$ cat src/rtl/rca_digit_serial.sv
// rca_digit_serial
//   Digit-serial adder/subtractor. A WIDTH-bit add (or a-b as a+~b+1) is
//   computed DIGIT bits per clock, LSB digit first, through one DIGIT-bit
//   ripple-carry slice. A registered carry links the digits.
//   WIDTH must be a multiple of DIGIT; NDIG = WIDTH/DIGIT cycles per operation.
// Ports
//   clk, rst_n   clock, synchronous active-low reset
//   start        request, accepted on a rising edge when start && ready
//   ready        high in IDLE/DONE (a start would be accepted)
//   busy         high while digits are being processed
//   a, b, cin    operands, sampled only on the accept edge (cin ignored for sub)
//   sub          0: a+b+cin, 1: a-b
//   sum          registered result, updated only when an operation completes
//   cout         carry out of the MSB (for sub, 1 = no borrow)
//   ovf          two's-complement overflow
//   done         one-cycle pulse while sum/cout/ovf hold a fresh result
module rca_digit_serial #(
    parameter int WIDTH = 16,
    parameter int DIGIT = 4
) (
    input  logic             clk,
    input  logic             rst_n,
    input  logic             start,
    output logic             ready,
    output logic             busy,
    input  logic [WIDTH-1:0] a,
    input  logic [WIDTH-1:0] b,
    input  logic             cin,
    input  logic             sub,
    output logic [WIDTH-1:0] sum,
    output logic             cout,
    output logic             ovf,
    output logic             done
);
    localparam int NDIG = WIDTH / DIGIT;
    localparam int KW   = (NDIG > 1) ? $clog2(NDIG) : 1;

    typedef enum logic [1:0] {IDLE, RUN, DONE} state_t;

    state_t           state;
    logic [WIDTH-1:0] op_a;
    logic [WIDTH-1:0] op_b;
    logic [WIDTH-1:0] res;
    logic             carry;
    logic [KW-1:0]    k;

    logic [DIGIT:0]   slice;
    logic [WIDTH-1:0] res_next;
    logic             last;
    logic             msb_cin;

    // Operands shift right one digit per cycle so the slice always works on
    // the low digit; the result fills in from the top, so after NDIG cycles
    // digit 0 has reached the bottom.
    always_comb begin
        slice    = {1'b0, op_a[DIGIT-1:0]} + {1'b0, op_b[DIGIT-1:0]}
                 + {{DIGIT{1'b0}}, carry};
        res_next = WIDTH'({slice[DIGIT-1:0], res} >> DIGIT);
        last     = (k == KW'(NDIG - 1));
        // Carry into the top bit of the slice recovered from its sum bit.
        msb_cin  = slice[DIGIT-1] ^ op_a[DIGIT-1] ^ op_b[DIGIT-1];
    end

    always_ff @(posedge clk) begin
        if (!rst_n) begin
            state <= IDLE;
            op_a  <= '0;
            op_b  <= '0;
            res   <= '0;
            carry <= 1'b0;
            k     <= '0;
            sum   <= '0;
            cout  <= 1'b0;
            ovf   <= 1'b0;
            done  <= 1'b0;
            busy  <= 1'b0;
            ready <= 1'b1;
        end else begin
            done <= 1'b0;
            case (state)
                IDLE, DONE: begin
                    if (start) begin
                        op_a  <= a;
                        op_b  <= sub ? ~b : b;
                        carry <= sub ? 1'b1 : cin;
                        k     <= '0;
                        state <= RUN;
                        busy  <= 1'b1;
                        ready <= 1'b0;
                    end else begin
                        state <= IDLE;
                        busy  <= 1'b0;
                        ready <= 1'b1;
                    end
                end
                RUN: begin
                    op_a  <= op_a >> DIGIT;
                    op_b  <= op_b >> DIGIT;
                    res   <= res_next;
                    carry <= slice[DIGIT];
                    if (last) begin
                        sum   <= res_next;
                        cout  <= slice[DIGIT];
                        ovf   <= msb_cin ^ slice[DIGIT];
                        done  <= 1'b1;
                        busy  <= 1'b0;
                        ready <= 1'b1;
                        state <= DONE;
                    end else begin
                        k <= k + 1'b1;
                    end
                end
                default: begin
                    state <= IDLE;
                    busy  <= 1'b0;
                    ready <= 1'b1;
                end
            endcase
        end
    end
endmodule

$ cat config.mk
export PLATFORM = sky130hd
export DESIGN_NAME = rca_digit_serial
export DESIGN_NICKNAME = d
export VERILOG_FILES = /design/src/rtl/rca_digit_serial.sv
export SDC_FILE = /design/constraint.sdc
export NUM_CORES = 1
export LEC_CHECK = 0
export ABC_AREA = 1
export CORE_ASPECT_RATIO = 1.4
export CORE_MARGIN = 2
export CORE_UTILIZATION = 55
export CTS_BUF_LIST = sky130_fd_sc_hd__clkbuf_16
export CTS_CLUSTER_SIZE = 14
export DETAILED_ROUTE_END_ITERATION = 6
export GPL_TIMING_DRIVEN = 0
export HOLD_SLACK_MARGIN = 0.15
export PLACE_DENSITY_LB_ADDON = 0.3
export SYNTH_ARGS = -nofsm -noshare
export SYNTH_HDL_FRONTEND = slang
export SYNTH_SLANG_ARGS = --single-unit
$ cat constraint.sdc
create_clock -name clk -period 4.45 [get_ports clk]
set_input_delay 0.6675 -clock clk [delete_from_list [all_inputs] [get_ports clk]]
set_output_delay 0.6675 -clock clk [all_outputs]
set_load 0.01 [all_outputs]
After elaboration in Yosys (flattened, before gate mapping) --
Cells that the tools add are included.
Operators by class: $add $sub $neg 3, bitwise gates (word level) 4, equal/unequal tests 6, muxes and demuxes 21, reduce and logical (&&, ||, !) cells 7
Operator list (number):
- 16-bit case mux with 2 select lines | 2
- 16-bit two-way mux | 3
- 16-bit NOT | 1
- 1-bit two-way mux | 8
- 2-bit case mux with 2 select lines | 2
- 2-bit two-way mux | 3
- 2-bit inequality test (second input constant) | 3
- 1-bit case mux with 2 select lines | 3
- 2-bit AND reduction | 3
- 4-bit by 4-bit adder with 5-bit output | 1
- 5-bit by 1-bit adder with 5-bit output | 1
- 2-bit equality test (second input constant) | 2
- 3-bit AND reduction | 1
- 1-bit bitwise XOR | 3
- 2-bit by 1-bit adder with 2-bit output (second input constant) | 1
- 2-bit by 1-bit equality test with 1-bit output (second input constant) | 1
- 2-bit logical NOT | 1
- 2-bit nonzero test | 1
- 2-bit OR reduction | 1
Storage, ports and cells: output and inout bits 21, flip-flop bits (word level) 74, bits of input ports 37, logic and storage cells 53

Depth between registers and ports, before layout --
word-level depth 5, mapped depth 13, gate-level depth less buffers 13

Least setup slack after synthesis --
No wires, ideal clock.
path kind register to register, from reg op_a[0], to reg ovf, setup time 110 ps, period minus slack after synthesis 1648 ps, setup slack 2802 ps, data required time 4340 ps, cell stages (with the launch flop) 14, data arrival time 1538 ps, buffers on the path 0, cell sequence dfxtp_1 > fa_1 > inv_1 > fa_1 > inv_1 > nand3_1 > nand2_1 > nand2_1 > nand2_1 > inv_1 > nand2_1 > nand3_1 > nand2_1 > inv_1
Between the ends: longest elaborated chain between the ends 5
Ends and longest elaborated chain:
- start, declared | RTL line 41 | logic [WIDTH-1:0] op_a;
- start signal, assigned | RTL line 97 | op_a <= op_a >> DIGIT;
- 4-bit by 4-bit adder with 5-bit output * | RTL line 56 | slice = {1'b0, op_a[DIGIT-1:0]} + {1'b0, op_b[DIGIT-1:0]}
- 5-bit by 1-bit adder with 5-bit output * | RTL line 57 | + {{DIGIT{1'b0}}, carry};
- 1-bit bitwise XOR (2 in series) | RTL line 61 | msb_cin = slice[DIGIT-1] ^ op_a[DIGIT-1] ^ op_b[DIGIT-1];
- 1-bit bitwise XOR * | RTL line 104 | ovf <= msb_cin ^ slice[DIGIT];
- end signal, assigned | RTL line 104
- end, declared | RTL line 32 | output logic ovf,
Mark *: on every way between the ends. The rest lies on a longest branch, timed or not. A chain may end at the register's enable or synchronous reset.

Final worst setup path --
from reg ovf, to out ovf
No word-level cell between the ends.

==> summary.md <==
| Metric | Value |
|---|---|
| Max Cap Viol | 0 |
| Count of state elements after synthesis | 70 |
| Largest net degree at the start of global routing | 12 |
| Post-Place Worst Slack | 2.30 ns |
| CTS Hold Bufs | 0 |
| Worst Max-Slew Pin Slew | 0.628 ns |
| Fin. Hold Viols | 0 |
| CP peak stage delay | 0.55 ns |
| Vias in the first global route | 2,601 |
| Die Wd | 66.3 um |
| CP Launch Type | flip-flop |
| CP Launch Point | ovf |
| Die Y | 91.2 um |
| Initial DRC count | 184 |
| Worst R2R Path Depth | 13 |
| Post-route ant nets | 0 |
| Sequential-to-total area share from yosys stat | 46.9% |
| Crit path max-delay family | buffers and inverters |
| Final period util | 42.6% |
| CTS tree | built |
| Post-route minimum period | 1.90 ns |
| Endpoint class of the critical path | primary output |
| Fillers | 415 |
| Hold EP | sum[0] |
| Hold Startpoint | res[4] |
| # clock sinks | 70 |
| Initial antenna violation count | 0 |
| Max IR drop VDD | 0.250 mV |
| Gr ovfl total | 0 |
| Cell row count | 31 |
| Syn Nets | 425 |
| Final Core Density | 75.4% |
| H-tree lvl count | 3 |
| Register area | 1400 um2 |
| Area of the multi-input gates | 1300 um2 |
| DR DRC count | 0 |
| Hold slack final | 0.456 ns |
| Hold Path Class | reg -> reg |
| Resize count post-CTS | 0 |
| Drt via density | 5.30 |
| CP Cell Sequence | clkdlybuf4s50_1 |
| Fmax | 527 MHz |
| Mean Syn Cell Area | 7.82 um2 |
| DR pass1 iterations | 5 |
| LEAKAGE | 1.65 nW |
| Clock tree buffer depth | 2 |
| Final instance count without filler cells | 520 |
| Layout cells sized above 1 | 7.93% |
| Final setup fails | 0 |
| Final worst slack | 2.55 ns |
| Reg-to-Reg End | ovf |
| Critical path class | reg -> out |
| Worst Path Required | 3.78 ns |
| Hold Path Stages | 2 |
| Yosys synthesis warning count | 0 |
| Max-Slew Margin vs Limit | 58.1% |
| Synthesized area | 2990 um2 |
| Initial Util | 57.4% |
| Final slew viol count | 0 |
| Yosys cell types | 27 |
| Inserted Clock Buffers | 9 |
| WP buf/inv | 1 |
| Input/output buffers | 57 |
| Outcome | completed |
| IO Pins | 58 |
| Worst r2r src | op_b[0] |
| Number of nets in the layout | 493 |
| Vias | 2,755 |
| Die Area | 6040 um2 |
| First-pass GRT wire length | 11,600 um |
| Number of setup buffers added after CTS | 0 |
| FF-to-FF setup slack | 2.56 ns |
| RePlAce Congestion | 0.886 |
| Crit Path Max Fanout | 2 |
| Global-route usage over all layers | 25.2% |
| DP Wirelength | 4810 um |
| Final wirelength | 7040 um |
| Max Clock Skew | 0.00347 ns |
| Placed Cells | 505 |
| Clk slew on worst S/H paths | 0.05 ns |
| Worst EP arrival | 1.23 ns |
| Diodes inserted | 0 |
| PwrDens | 403 nW/um2 |
| Layout overhead on the synthesized area | 31.2% |
| Core ar. | 5200 um2 |
| RSZ-0062 raised after global routing | no |
| Post-Syn Instances | 382 |
| Crit-path slowest cell | clkdlybuf4s50_1 |
| DR WL/cell | 13.5 um |
| Clk_lat worst skew | 0.33 ns |
| Root Buffer | clkbuf_16 |
| Final TNS setup | 0 ns |
## routing by layer
metal  up-vias  share of wire, %  global-route usage (%)
met5         -                 0                       0
met4         0               3.2                    14.3
met3        19               3.8                    2.97
met2        84                52                    44.1
met1      1276                41                    28.6
li1       1376                 -                       -
## sequential cells by signal, summed over array words and instances, names as in the netlist
register  count
busy          1
carry         1
cout          1
done          1
k             2
op_a         16
op_b         16
ovf           1
ready         1
res          12
state         2
sum          16
## through the flow
stage | total power [mW] | area [um2]
6_report | 1.58 | 3920
5_1_grt | 1.63 | 3920
4_1_cts | 1.58 | 3920
3_5_place_dp | 0.908 | 3640
3_3_place_gp | 0.900 | 3640
2_1_floorplan | 0.830 | 2990
## worst max path at each step
stage | endpoint | slack, ns | cells past startpoint
after floorplan | ovf | 2.80 | 13
after global placement | res[14] | 2.33 | 5
after detailed placement | res[14] | 2.30 | 5
after CTS | ovf | 2.55 | 1
after global routing | ovf | 2.44 | 13
final | ovf | 2.55 | 1
## layout by cell type, fill, tap and decap left out, types with 10 or more instances in the layout
| master | netlist | final |
|---|---|---|
| xnor2_1 | 13 | 13 |
| inv_1 | 38 | 38 |
| nor2_1 | 15 | 15 |
| nand2_1 | 111 | 111 |
| a31oi_1 | 13 | 13 |
| dfxtp_1 | 70 | 70 |
| o221ai_1 | 10 | 10 |
| nand3_1 | 14 | 14 |
| o21ai_0 | 17 | 17 |
| a21oi_1 | 31 | 31 |
| clkdlybuf4s50_1 | 0 | 57 |
## logic make-up (layout without fill, tap and decap cells)
| kind of cell | Yosys count | count (layout) | synth area share [%] |
|---|---|---|---|
| simple gates | 146 | 146 | 20.6 |
| compound gates | 84 | 84 | 16.2 |
| flops | 70 | 70 | 46.9 |
| buf+inv | 63 | 135 | 9.43 |
| xor+xnor | 13 | 13 | 3.81 |
| fa+ha+maj | 6 | 6 | 3.02 |
## cell usage after synthesis, drive strengths merged
cell | number | area [um2]
nand2 | 114 | 450
dfxtp | 70 | 1400
inv | 44 | 173
a21oi | 31 | 155
o21ai | 26 | 130
nor2 | 17 | 87.6
buf | 14 | 90.1
nand3 | 14 | 70.1
a31oi | 13 | 81.3
xnor2 | 13 | 114
o221ai | 10 | 87.6
clkbuf | 5 | 18.8
ha | 4 | 50.1
a211oi | 2 | 15.0
fa | 2 | 40.0
o211ai | 2 | 15.0
or2 | 1 | 6.26
## final cells by class
class | instances | area share [%]
buffer | 19 | 2.78
clock buffer | 9 | 5.75
clock inverter | 6 | 1.37
inverter | 44 | 4.41
multi-input combinational | 249 | 33.2
sequential | 70 | 35.8
tap | 66 | 2.11
timing repair buffer | 57 | 14.6
## report_power, final
group / total (mW) / internal, mW / switching (mW)
clock: 0.678 / 0.423 / 0.255
combinational: 0.214 / 0.0945 / 0.120
sequential: 0.685 / 0.665 / 0.0200
Power figures use the tool's default switching activity.
